$ cat config.mk
export PLATFORM = sky130hd
export DESIGN_NAME = viterbi_out_ctrl
export DESIGN_NICKNAME = d
export VERILOG_FILES = /design/src/rtl/viterbi_out_ctrl_pkg.sv /design/src/rtl/viterbi_out_ctrl_min2.sv /design/src/rtl/viterbi_out_ctrl.sv
export SDC_FILE = /design/constraint.sdc
export NUM_CORES = 1
export LEC_CHECK = 0
export CAP_MARGIN = 40
export CORE_MARGIN = 4
export CORE_UTILIZATION = 34
export DETAILED_ROUTE_END_ITERATION = 16
export GPL_TIMING_DRIVEN = 0
export PLACE_DENSITY_LB_ADDON = 0.05
export SLEW_MARGIN = 20
export SYNTH_ARGS = -nofsm -noshare
export SYNTH_HDL_FRONTEND = slang
export SYNTH_SLANG_ARGS = --single-unit
$ cat constraint.sdc
create_clock -name clk -period 3.31 [get_ports clk]
set_input_delay 0.993 -clock clk [delete_from_list [all_inputs] [get_ports clk]]
set_output_delay 0.993 -clock clk [all_outputs]
set_load 0.02 [all_outputs]
$ cat src/rtl/viterbi_out_ctrl_pkg.sv
// Shared constants for the Viterbi decoder output controller.
// FSM encodings and survivor-mux geometry.
package viterbi_defs;

  localparam logic [1:0] IDLE  = 2'd0;
  localparam logic [1:0] RUN   = 2'd1;
  localparam logic [1:0] FLUSH = 2'd2;

  localparam int NUM_STATES = 4;
  localparam int SEL_W      = 2;
  localparam int DEF_PM_W   = 3;

endpackage

$ cat src/rtl/viterbi_out_ctrl_min2.sv
// Two-way (index, metric) compare; the "a" side is the lower
// index and wins ties.
module min2_idx
  import viterbi_defs::*;
#(
  parameter int PM_W = DEF_PM_W
) (
  input  logic [SEL_W-1:0] idx_a_i,
  input  logic [PM_W-1:0]  pm_a_i,
  input  logic [SEL_W-1:0] idx_b_i,
  input  logic [PM_W-1:0]  pm_b_i,
  output logic [SEL_W-1:0] idx_o,
  output logic [PM_W-1:0]  pm_o
);

  logic a_wins;

  assign a_wins = (pm_a_i <= pm_b_i);
  assign idx_o  = a_wins ? idx_a_i : idx_b_i;
  assign pm_o   = a_wins ? pm_a_i : pm_b_i;

endmodule

$ cat src/rtl/viterbi_out_ctrl.sv
// Per-symbol survivor-mux select: 2-stage min-metric tournament,
// frame sequencing and metric-normalisation request.
module viterbi_out_ctrl
  import viterbi_defs::*;
#(
  parameter int PM_W      = DEF_PM_W,
  parameter int FRAME_LEN = 16,
  parameter int CNT_W     = 8,
  parameter int NORM_TH   = 4
) (
  input  logic             clk,
  input  logic             reset,
  input  logic             start,
  input  logic             pm_valid,
  input  logic [PM_W-1:0]  pm0,
  input  logic [PM_W-1:0]  pm1,
  input  logic [PM_W-1:0]  pm2,
  input  logic [PM_W-1:0]  pm3,
  output logic [SEL_W-1:0] control,
  output logic             ctrl_valid,
  output logic             norm_en,
  output logic [PM_W-1:0]  norm_val,
  output logic             busy,
  output logic             done,
  output logic [CNT_W-1:0] sym_cnt
);

  localparam logic [CNT_W-1:0] LAST = CNT_W'(FRAME_LEN - 1);
  localparam logic [PM_W:0]    TH   = (PM_W + 1)'(NORM_TH);

  logic [1:0]       state_q, state_d;
  logic [CNT_W-1:0] cnt_q, cnt_d;
  logic             flush_q, flush_d;
  logic             done_q, done_d;
  logic             accept;

  logic             s1_v_q;
  logic [SEL_W-1:0] s1_ia_q, s1_ib_q;
  logic [PM_W-1:0]  s1_pa_q, s1_pb_q;
  logic [SEL_W-1:0] w01_idx, w23_idx, fin_idx;
  logic [PM_W-1:0]  w01_pm, w23_pm, fin_pm;

  logic             cv_q, ne_q;
  logic [SEL_W-1:0] ctrl_q;
  logic [PM_W-1:0]  nval_q;

  assign accept = (state_q == RUN) && pm_valid;

  always_comb begin
    state_d = state_q;
    cnt_d   = cnt_q;
    flush_d = flush_q;
    done_d  = 1'b0;
    case (state_q)
      IDLE: begin
        if (start) begin
          state_d = RUN;
          cnt_d   = '0;
        end
      end
      RUN: begin
        if (pm_valid) begin
          cnt_d = cnt_q + 1'b1;
          if (cnt_q == LAST) begin
            state_d = FLUSH;
            flush_d = 1'b1;
          end
        end
      end
      FLUSH: begin
        // done leaves FLUSH together with the return to IDLE
        if (flush_q) begin
          flush_d = 1'b0;
        end else begin
          state_d = IDLE;
          done_d  = 1'b1;
        end
      end
      default: state_d = IDLE;
    endcase
  end

  always_ff @(posedge clk or posedge reset) begin
    if (reset) begin
      state_q <= IDLE;
      cnt_q   <= '0;
      flush_q <= 1'b0;
      done_q  <= 1'b0;
    end else begin
      state_q <= state_d;
      cnt_q   <= cnt_d;
      flush_q <= flush_d;
      done_q  <= done_d;
    end
  end

  min2_idx #(.PM_W(PM_W)) u_m01 (
    .idx_a_i(2'd0), .pm_a_i(pm0),
    .idx_b_i(2'd1), .pm_b_i(pm1),
    .idx_o(w01_idx), .pm_o(w01_pm)
  );

  min2_idx #(.PM_W(PM_W)) u_m23 (
    .idx_a_i(2'd2), .pm_a_i(pm2),
    .idx_b_i(2'd3), .pm_b_i(pm3),
    .idx_o(w23_idx), .pm_o(w23_pm)
  );

  min2_idx #(.PM_W(PM_W)) u_fin (
    .idx_a_i(s1_ia_q), .pm_a_i(s1_pa_q),
    .idx_b_i(s1_ib_q), .pm_b_i(s1_pb_q),
    .idx_o(fin_idx), .pm_o(fin_pm)
  );

  always_ff @(posedge clk or posedge reset) begin
    if (reset) begin
      s1_v_q  <= 1'b0;
      s1_ia_q <= '0;
      s1_pa_q <= '0;
      s1_ib_q <= '0;
      s1_pb_q <= '0;
      cv_q    <= 1'b0;
      ne_q    <= 1'b0;
      ctrl_q  <= '0;
      nval_q  <= '0;
    end else begin
      s1_v_q <= accept;
      if (accept) begin
        s1_ia_q <= w01_idx;
        s1_pa_q <= w01_pm;
        s1_ib_q <= w23_idx;
        s1_pb_q <= w23_pm;
      end
      cv_q <= s1_v_q;
      ne_q <= s1_v_q && ({1'b0, fin_pm} >= TH);
      if (s1_v_q) begin
        ctrl_q <= fin_idx;
        nval_q <= fin_pm;
      end
    end
  end

  assign control    = ctrl_q;
  assign ctrl_valid = cv_q;
  assign norm_en    = ne_q;
  assign norm_val   = nval_q;
  assign busy       = (state_q == RUN) || (state_q == FLUSH);
  assign done       = done_q;
  assign sym_cnt    = cnt_q;

endmodule

* Yosys cells after proc, flatten, opt, wreduce, memory -nomap -nowiden
Cells that the tools add are included.
Storage, ports and cells: register bits 30, input port bits 16, output and inout bits 17, logic and storage cells 53
Operators by class: add/subtract/negate cells 1, $lt $le $gt $ge 4, equal/unequal tests 7, multiplexer cells 19, reduce and logical (&&, ||, !) cells 9
Operators by type and width (number):
- 8-bit two-way mux | 2
- 8-bit case mux with 2 select lines | 1
- 2-bit two-way mux | 5
- 3-bit less-or-equal comparator | 3
- 3-bit two-way mux | 3
- 8-bit by 1-bit adder with 8-bit output, second input constant | 1
- 8-bit by 4-bit equality test with 1-bit output, second input constant | 1
- 1-bit two-way mux | 6
- 2-bit inequality test, second input constant | 3
- 2-bit case mux with 3 select lines | 1
- 3-bit AND reduction | 2
- 4-bit AND reduction | 1
- 2-bit nonzero test | 2
- 3-bit greater-or-equal comparator, second input constant | 1
- 2-bit by 1-bit equality test with 1-bit output, second input constant | 1
- 2-bit equality test, second input constant | 1
- 1-bit logical AND | 2
- 2-bit logical NOT | 1
- 2-bit by 1-bit inequality test with 1-bit output, second input constant | 1
- 1-bit case mux with 2 select lines | 1
- 1-bit logical OR | 1

* Logic depth before layout (Yosys ltp)
word-level depth 4, depth in mapped cells 7, mapped depth without buffers 6

* By module
A second synthesis with hierarchy kept.
Unflattened totals: cell total of the unflattened synthesis 167, area total of the unflattened synthesis 1840.5 µm²
Modules (own cells, without submodules):
- viterbi_out_ctrl | times used 1, cells each 119, area an instance 1390.1 µm², seq. area each 750.7 µm²
- min2_idx | times used 3, cells each 16, area an instance 150.1 µm², seq. area each 0.0 µm²

* Least setup slack after synthesis
OpenSTA, ideal clock, no wires.
path type input to register, start input pm2[0], end register s1_pb_q[0], library setup time 0.135 ns, data arrival time 2.023 ns, required time 3.175 ns, setup slack 1.151 ns, stages 6, path buffers 0, cells stage by stage inv_1 -> ha_1 -> and3_1 -> a21oi_1 -> mux2i_1 -> o21ai_0
On the way: longest elaborated chain between the ends 2
Ends and longest elaborated chain:
- from (decl) | line viterbi_out_ctrl.sv:17 | input logic [PM_W-1:0] pm2,
- 3-bit less-or-equal comparator | line viterbi_out_ctrl_min2.sv:18 | assign a_wins = (pm_a_i <= pm_b_i);
- 3-bit two-way mux * | line viterbi_out_ctrl_min2.sv:20 | assign pm_o = a_wins ? pm_a_i : pm_b_i;
- to (signal assigned) | line viterbi_out_ctrl.sv:132 | s1_pb_q <= w23_pm;
- to (decl) | line viterbi_out_ctrl.sv:39 | logic [PM_W-1:0] s1_pa_q, s1_pb_q;
Mark *: on every way between the ends. The rest lies on a longest branch, timed or not. A chain may end at the register's enable or synchronous reset.

* Worst setup path after layout
start register state_q[0], end output busy
On the way: longest elaborated chain between the ends 2, elaborated cells on any way between the ends 3, those cells by class eq/ne: 2; reduce/logical: 1
Ends and longest elaborated chain:
- from (decl) | line viterbi_out_ctrl.sv:31 | logic [1:0] state_q, state_d;
- from (signal assigned) | line viterbi_out_ctrl.sv:90 | state_q <= state_d;
- 2-bit by 1-bit equality test with 1-bit output or 2-bit equality test (tied branches) | line viterbi_out_ctrl.sv:147 | assign busy = (state_q == RUN) || (state_q == FLUSH);
- 1-bit logical OR * | line viterbi_out_ctrl.sv:147
- to (decl) | line viterbi_out_ctrl.sv:23 | output logic busy,
Marked as above.

==> run metrics <==
routability congestion estimate=0.737; # DRC=0; max incr delay on CP=0.60 ns; Final Util=46.0%; DRT antenna net count=0; FF-to-FF path depth=7; worst reg2reg endpoint=sym_cnt[5]; Synth Register Bits=29; initial antenna violation count=0; Clk Latency, worst-skew pair=0.28 ns; PortBufs=32; worst hold stages=0; RSZ-0062 raised after global routing=false; crit path max-delay cell type=clkdlybuf4s50_1; Post-CTS Hold Buffers=0; gr usage total=13.0%; worst flop-to-flop path startpoint=state_q[0]; hold wc startpoint=s1_v_q; maximum fanout along the worst path=3; fill count=472; Num CTS Buffers=5; clock-pin transition on the worst setup and hold timing paths=0.07 ns; Worst Skew=0.00565 ns; top cells by area, synth=dfrtp_1 (43%), ha_1 (10%), mux2i_1 (6.6%); WS Path Type=reg2out; DR vias=1340; Yosys top cell area share=43.2%; min cycle time layout=2.60 ns; Root Driver=clkbuf_8; Avg Cell Area, Syn=9.94 um^2; Worst EP required=2.32 ns; max-slew violations=0; reg2reg setup slack=1.53 ns; status=finished clean; dpl hpwl=2.85 mm; Vias/cell=4.87; die span in y=78.3 um; post-cts sizing count=0; die area=6130 um^2; ys async rst share=100%; final hold violations=0; Routed WL per cell=13.4 um; Hold Crit Class=reg2reg; layout net count=238; Synth Net Count=199; ys flop type=dfrtp_1; setup ws final=0.708 ns; Pre-antenna DRT Iters=4; H-tree levels=2; CTS tree=done; io pins=33; Cell Pwr Density=871 nW/um^2; mapped cell area=1680 um^2; synth unique cells=38; layout cells sized above 1=10.1%; Tightest Pin Transition=0.626 ns; clk sink count=29; Rel. slew slack=58.2%; VDD IR-drop max=0.000353 V; Reg area=726 um^2; max_cap viols=0; worst slack, placed=0.456 ns; Finish-stage setup viols=0; Post-CTS Setup Bufs=0; Synth top cells by count=dfrtp_1 (29), nand2_1 (18), inv_1 (17); setup TNS=0 ns; first-pass GRT wire length=6.25 mm; largest net degree at the start of global routing=30; WP data arrival=1.61 ns; Worst setup startpoint=state_q[0]; Pleak=1.02 nW; core area=4750 um^2; post-synthesis sequential area ratio=43.2%; Final Cycle Share=78.6%; Longest Clk Path Bufs=2; EDFF count, synth=0; Multi-input gate area=862 um^2; num rows=25; fmax=384 MHz; cell taking the most area after synthesis=dfrtp_1; die width=78.3 um; Syn Inst Count=169; WL final=3.69 mm; most frequent cell after synthesis=dfrtp_1; Detailed Route Iter0 Violations=57; crit start category=flip-flop; hold endpoint=ctrl_valid; CP Capture Type=primary output; vias in the first global route=1324; area growth from synthesis to layout=30.2%; Ys Warns=0; Remaining Overflow, GRT=0; Ant. Diodes=0; worst path cell trace=inv_1 > ha_1 > clkdlybuf4s50_1; Starting Density=35.3%
## critical path: cells and delay by family, from the launching register on
family,cells,cell delay [ns]
DFF,1,0.37
adders and majority gates,1,0.28
buffers and inverters,2,0.69
## placed cells by master (no fill, tap or decap), types with 3 or more instances in the layout
cell / Yosys / routed
ha_1: 14 / 14
clkbuf_8: 0 / 5
and3_1: 4 / 4
nand3_1: 8 / 8
nor2_1: 6 / 6
mux2i_1: 11 / 11
o21ai_0: 10 / 10
nand2_1: 18 / 18
inv_1: 17 / 16
nand3b_1: 4 / 4
a21oi_1: 9 / 9
mux2_2: 3 / 3
clkdlybuf4s50_1: 0 / 32
dfrtp_1: 29 / 29
## logic make-up after synthesis
logic type | count (synthesis) | share of synthesized area [%]
and+or+nand+nor | 57 | 19.1
AOI/OAI and AO/OA | 32 | 12.3
DFF | 29 | 43.2
buffers and inverters | 22 | 5.51
muxes | 15 | 9.46
adders and majority gates | 14 | 10.4
## per-layer routing
metal / track usage [%] / vias up / part of all wire [%]
li1: - / 674 / -
met1: 17.6 / 641 / 49
met2: 20.2 / 23 / 47
met3: 3.78 / 2 / 3.4
met4: 3.85 / 0 / 0.41
met5: 0 / - / 0
## how the worst max path moves through the flow
| stage | cells after the start | slack, ns | endpoint |
|---|---|---|---|
| 2_1_floorplan | 6 | 1.15 | s1_pb_q[0] |
| 3_3_place_gp | 7 | 0.51 | s1_pb_q[0] |
| 3_5_place_dp | 7 | 0.46 | s1_pb_q[2] |
| 4_1_cts | 3 | 0.68 | busy |
| 5_1_grt | 7 | 0.61 | s1_pb_q[1] |
| 6_report | 3 | 0.71 | busy |
## report_power, final
part           internal, W  switching, W
combinational     0.000447      0.000499
clock             0.000218      0.000134
sequential        0.000491      0.000116
## state kept, by name, indices dropped and copies added (netlist names)
register and cells:
control 2, ctrl_valid 1, done 1, flush_q 1
norm_en 1, norm_val 3, s1_ia_q 1, s1_ib_q 2
s1_pa_q 3, s1_pb_q 3, s1_v_q 1, state_q 2
sym_cnt 8
## area by class of cell
type	instances	area share, %
clock buffers	5	3.14
plain buffers	5	1.32
multi-input cells	118	39.4
flip-flops and latches	29	33.2
inverters	17	2.92
repair buffers	32	14.6
clock inverters	2	1.60
well taps	67	3.83
## stage by stage
stage	hold WS [ns]	power, W	area (um^2)	cells
after floorplan	0.365	0.00123	1680	169
after global placement	0.387	0.00153	2080	268
after detailed placement	0.402	0.00157	2080	268
after CTS	0.417	0.00193	2190	275
after global routing	0.426	0.00206	2190	275
final	0.409	0.00191	2190	275
No activity file was read; power rests on OpenSTA's default activity.
==> RTL edit 1 (same settings) <==
One comparison of `cnt_q` changes from == to >=.
--- a/src/rtl/viterbi_out_ctrl.sv
+++ b/src/rtl/viterbi_out_ctrl.sv
@@ -63,3 +63,3 @@
           cnt_d = cnt_q + 1'b1;
-          if (cnt_q == LAST) begin
+          if (cnt_q >= LAST) begin
             state_d = FLUSH;
Formal check against the unedited RTL: same outputs for any inputs over 10 cycles, from zero or initial values and one cycle with reset high; that may be too few to reach the edited logic, so the function may still have changed.
==> RTL edit 1 against the unedited design <==
Synthesized cell count shrank 2.4%; via count shrank 0.22%; hold slack lost 20 ps; design area shrank 2.3%; routed wire length shrank 5.0%; synthesized area shrank 1.8%; combinational power shrank 3.1%; sequential cell count is the same; sequential share of layout area grew 0.80 points; setup slack lost 63 ps; count of clock-buffer cells in the layout grew 1; total power shrank 5.5%; largest cell class unchanged.
==> RTL edit 1: results <==
{
  "crit_arrival_ps": 1670,
  "first_iter_violations": 61,
  "grt_pass1_vias": 1374,
  "antenna_found_initial": 0,
  "synth.top_cells.by_count": "29 x dfrtp_1, 20 x nand2_1, 16 x inv_1, 14 x ha_1, 12 x mux2i_1",
  "cpMaxStageDelayCell": "clkdlybuf4s50_1",
  "ff2ff_setup_slack_ps": 1420,
  "place_congestion": 0.764,
  "drive_gt1_share_pct": 9.27,
  "hold_depth": 0,
  "switching_power_uw": 738,
  "clkLatencyLatePin_ps": 280,
  "skew_ps": 4.22,
  "period_share_pct": 80.5,
  "htreeDepth": 2,
  "dr_total_vias": 1337,
  "place_ws_ps": 394,
  "ys_seq_area_share_pct": 44.0,
  "post-cts-setup-buffers": 0,
  "synth.distinct_cells": 34,
  "track_usage_pct": 13.0,
  "worst_pin_slew_ps": 601,
  "dpl.hpwl_mm": 2.72,
  "grt_pass1_wl_mm": 6.30,
  "irDropWorstVdd_mv": 0.221,
  "r2r-end": "sym_cnt[6]",
  "synth_nets": 195,
  "path_class": "flip-flop to primary output",
  "outcome": "completed",
  "synth_edf_count": 0,
  "initial_core_util_pct": 34.9,
  "portBuffers": 32,
  "wl_mm": 3.51,
  "p_leak_uw": 0.000969,
  "r2r_start": "state_q[1]",
  "synth_area_leaders": "dfrtp_1 44%, ha_1 11%, mux2i_1 7.3%",
  "cp_max_fo": 3,
  "fill_cells": 452,
  "r2r_cells": 7,
  "final_nets": 234
}
[RTL edit 1: layer usage]
metal / GRT usage (%) / wire, um / up-vias
met5: 0 / 0 / -
met4: 5.87 / 76 / 0
met3: 3.94 / 192 / 8
met2: 19.9 / 1610 / 37
met1: 16.8 / 1630 / 630
li1: - / - / 662
[RTL edit 1: critical path, delay by kind of cell, from the launching register on]
kind / cells / cell delay [ps]
adder cells (fa/ha/maj): 1 / 310
buffers and inverters: 2 / 700
flip-flops: 1 / 380
[RTL edit 1: metrics by stage]
| stage | std cells | hold WS, ps | instance area, sq um |
|---|---|---|---|
| 4_1_cts | 272 | 393 | 2140 |
| 2_1_floorplan | 165 | 365 | 1650 |
| 3_3_place_gp | 264 | 378 | 2050 |
| 5_1_grt | 272 | 402 | 2140 |
| 6_report | 272 | 389 | 2140 |
| 3_5_place_dp | 264 | 379 | 2050 |
[RTL edit 1: kinds of logic after synthesis]
family,synth area share [%]
AO/OA/AOI/OAI,12.4
XOR/XNOR,0.531
adder cells (fa/ha/maj),10.6
buffers and inverters,5.46
flip-flops,44.0
multiplexers,9.33
AND/OR/NAND/NOR,17.7
[RTL edit 1: how the worst min path moves through the flow]
stage,start,to,slack (ps)
2_1_floorplan,s1_v_q,ctrl_valid,360
3_3_place_gp,s1_v_q,ctrl_valid,380
3_5_place_dp,s1_v_q,ctrl_valid,380
4_1_cts,s1_v_q,ctrl_valid,390
5_1_grt,s1_v_q,ctrl_valid,400
6_report,s1_v_q,ctrl_valid,390
[RTL edit 1: final cells by class]
| cell class | instances | area share, % |
|---|---|---|
| multi-input combinational | 116 | 39.1 |
| sequential | 29 | 34.0 |
| timing repair buffer | 32 | 15.0 |
| tap | 67 | 3.92 |
| clock buffer | 6 | 3.40 |
| inverter | 16 | 2.81 |
| buffer | 4 | 1.41 |
| clock inverter | 2 | 0.468 |
[RTL edit 1: power groups by stage]
stage                     clock network [uW]  registers, uW  logic, uW
after global routing                     306            628       1030
after global placement                     0            600        904
after floorplan                            0            666        547
final                                    281            603        918
after CTS                                291            605        930
after detailed placement                   0            611        926
==> RTL edit 2 (same settings) <==
Made on the original files. Set the package constant `SEL_W` to 3 (it was 2).
--- a/src/rtl/viterbi_out_ctrl_pkg.sv
+++ b/src/rtl/viterbi_out_ctrl_pkg.sv
@@ -9,3 +9,3 @@
   localparam int NUM_STATES = 4;
-  localparam int SEL_W      = 2;
+  localparam int SEL_W      = 3;
   localparam int DEF_PM_W   = 3;
Ports: changed (resized control); port bits go from 33 to 34. No check against the original RTL was run, so the function may have changed too.
==> RTL edit 2 against the unedited design <==
Clock power decreased by 9.9%; total power decreased by 4.1%; synthesized area increased by 0.82%; routed wire length decreased by 8.7%; setup slack got worse by 17 ps; sequential cell count unchanged; maximum frequency decreased by 0.66%; design area increased by 0.51%; critical path type is now primary input to flip-flop; largest cell class unchanged.
==> RTL edit 2: results <==
{
  "outcome": "completed",
  "track_usage_pct": 12.0,
  "cpMaxStageDelayCell": "clkdlybuf4s50_1",
  "place_congestion": 0.725,
  "clk_pin_slew_ps": 60,
  "hold_path_class": "flip-flop to flip-flop",
  "relSlewSlack_pct": 59.8,
  "grt_pass1_wl_mm": 5.85,
  "cpPeakStageDelay_ps": 480,
  "r2r_cells": 7,
  "hold_depth": 0,
  "first_iter_violations": 38,
  "fill_cells": 474,
  "antenna_found_initial": 0,
  "ys_seq_area_share_pct": 42.8,
  "ys.flop_type": "dfrtp_1",
  "gr-total-overflow": 0,
  "irDropWorstVdd_mv": 0.343,
  "synth.distinct_cells": 39,
  "grt_pass1_vias": 1317,
  "final_nets": 237,
  "yosysWarnings": 0,
  "cp_max_fo": 4,
  "clockRootBuffer": "clkbuf_8",
  "finalHoldViolations": 0,
  "p_leak_uw": 0.00101,
  "first_pass_iters": 4,
  "synth_nets": 198,
  "post-cts-setup-buffers": 0,
  "largest_reg_flops": 8,
  "synth_area_leaders": "dfrtp_1 43%, ha_1 10%, mux2i_1 7.1%",
  "numCtsBuffers": 5,
  "whs_endpoint": "ctrl_valid",
  "r2r_start": "state_q[0]",
  "dr_total_vias": 1322,
  "htreeDepth": 2,
  "synth.top_cells.by_count": "29 x dfrtp_1, 18 x nand2_1, 16 x inv_1, 14 x ha_1, 12 x mux2i_1",
  "skew_ps": 6.13,
  "r2r-end": "sym_cnt[5]",
  "holdCritStartpoint": "s1_v_q",
  "synthArstFlopShare_pct": 100,
  "dpl.hpwl_mm": 2.65,
  "wl_mm": 3.37,
  "synth_top_area_share_pct": 42.8,
  "clockBufferDepth": 2,
  "diodes": 0,
  "cts.repair.resized": 0,
  "grt_start_max_net_pins": 30,
  "drive_gt1_share_pct": 10.6,
  "ff2ff_setup_slack_ps": 1580,
  "clkLatencyLatePin_ps": 270,
  "portBuffers": 32,
  "crit_arrival_ps": 2750
}
[RTL edit 2: final cells by class]
cell class                      count  share of cell area (%)
Tap cell                           67                    3.81
Multi-Input combinational cell    117                    39.6
Sequential cell                    29                    33.0
Buffer                              6                    1.65
Clock inverter                      1                   0.228
Clock buffer                        7                    4.38
Inverter                           16                    2.73
Timing Repair Buffer               32                    14.6
[RTL edit 2: worst max-delay path by stage]
stage / cells after the start / end / from
after CTS: 3 / busy / state_q[0]
after global placement: 7 / s1_pb_q[0] / pm3[2]
final: 7 / s1_pb_q[0] / pm2[0]
after floorplan: 6 / s1_pb_q[0] / pm2[0]
after global routing: 7 / s1_pb_q[0] / pm2[0]
after detailed placement: 7 / s1_pb_q[0] / pm2[0]
[RTL edit 2: cells by family (layout without fill, tap and decap cells)]
kind of cell | Yosys count | count (layout) | synth area share, %
multiplexers | 15 | 15 | 9.08
AND/OR/NAND/NOR | 55 | 55 | 18.8
adder cells (fa/ha/maj) | 14 | 14 | 10.3
AO/OA/AOI/OAI | 32 | 32 | 13.1
other | 1 | 1 | 0.221
flip-flops | 29 | 29 | 42.8
buffers and inverters | 22 | 62 | 5.69
[RTL edit 2: through the flow]
| stage | hold slack, ps | area [sq um] | instances | setup WS, ps |
|---|---|---|---|---|
| after floorplan | 365 | 1690 | 168 | 1150 |
| after global placement | 385 | 2100 | 267 | 436 |
| after detailed placement | 396 | 2100 | 267 | 393 |
| after CTS | 417 | 2200 | 275 | 679 |
| after global routing | 430 | 2200 | 275 | 611 |
| final | 414 | 2200 | 275 | 691 |
[RTL edit 2: metal layers]
layer	GRT usage [%]	up-vias	routed length (um)
met3	4.47	2	165
li1	-	669	-
met5	0	-	0
met4	4.20	0	31
met2	18.6	26	1490
met1	15.4	625	1680
[RTL edit 2: power by group]
part	internal, uW	total (uW)	switching (uW)
registers	487	597	111
clock network	188	317	130
logic	429	914	484
total	1100	1830	725
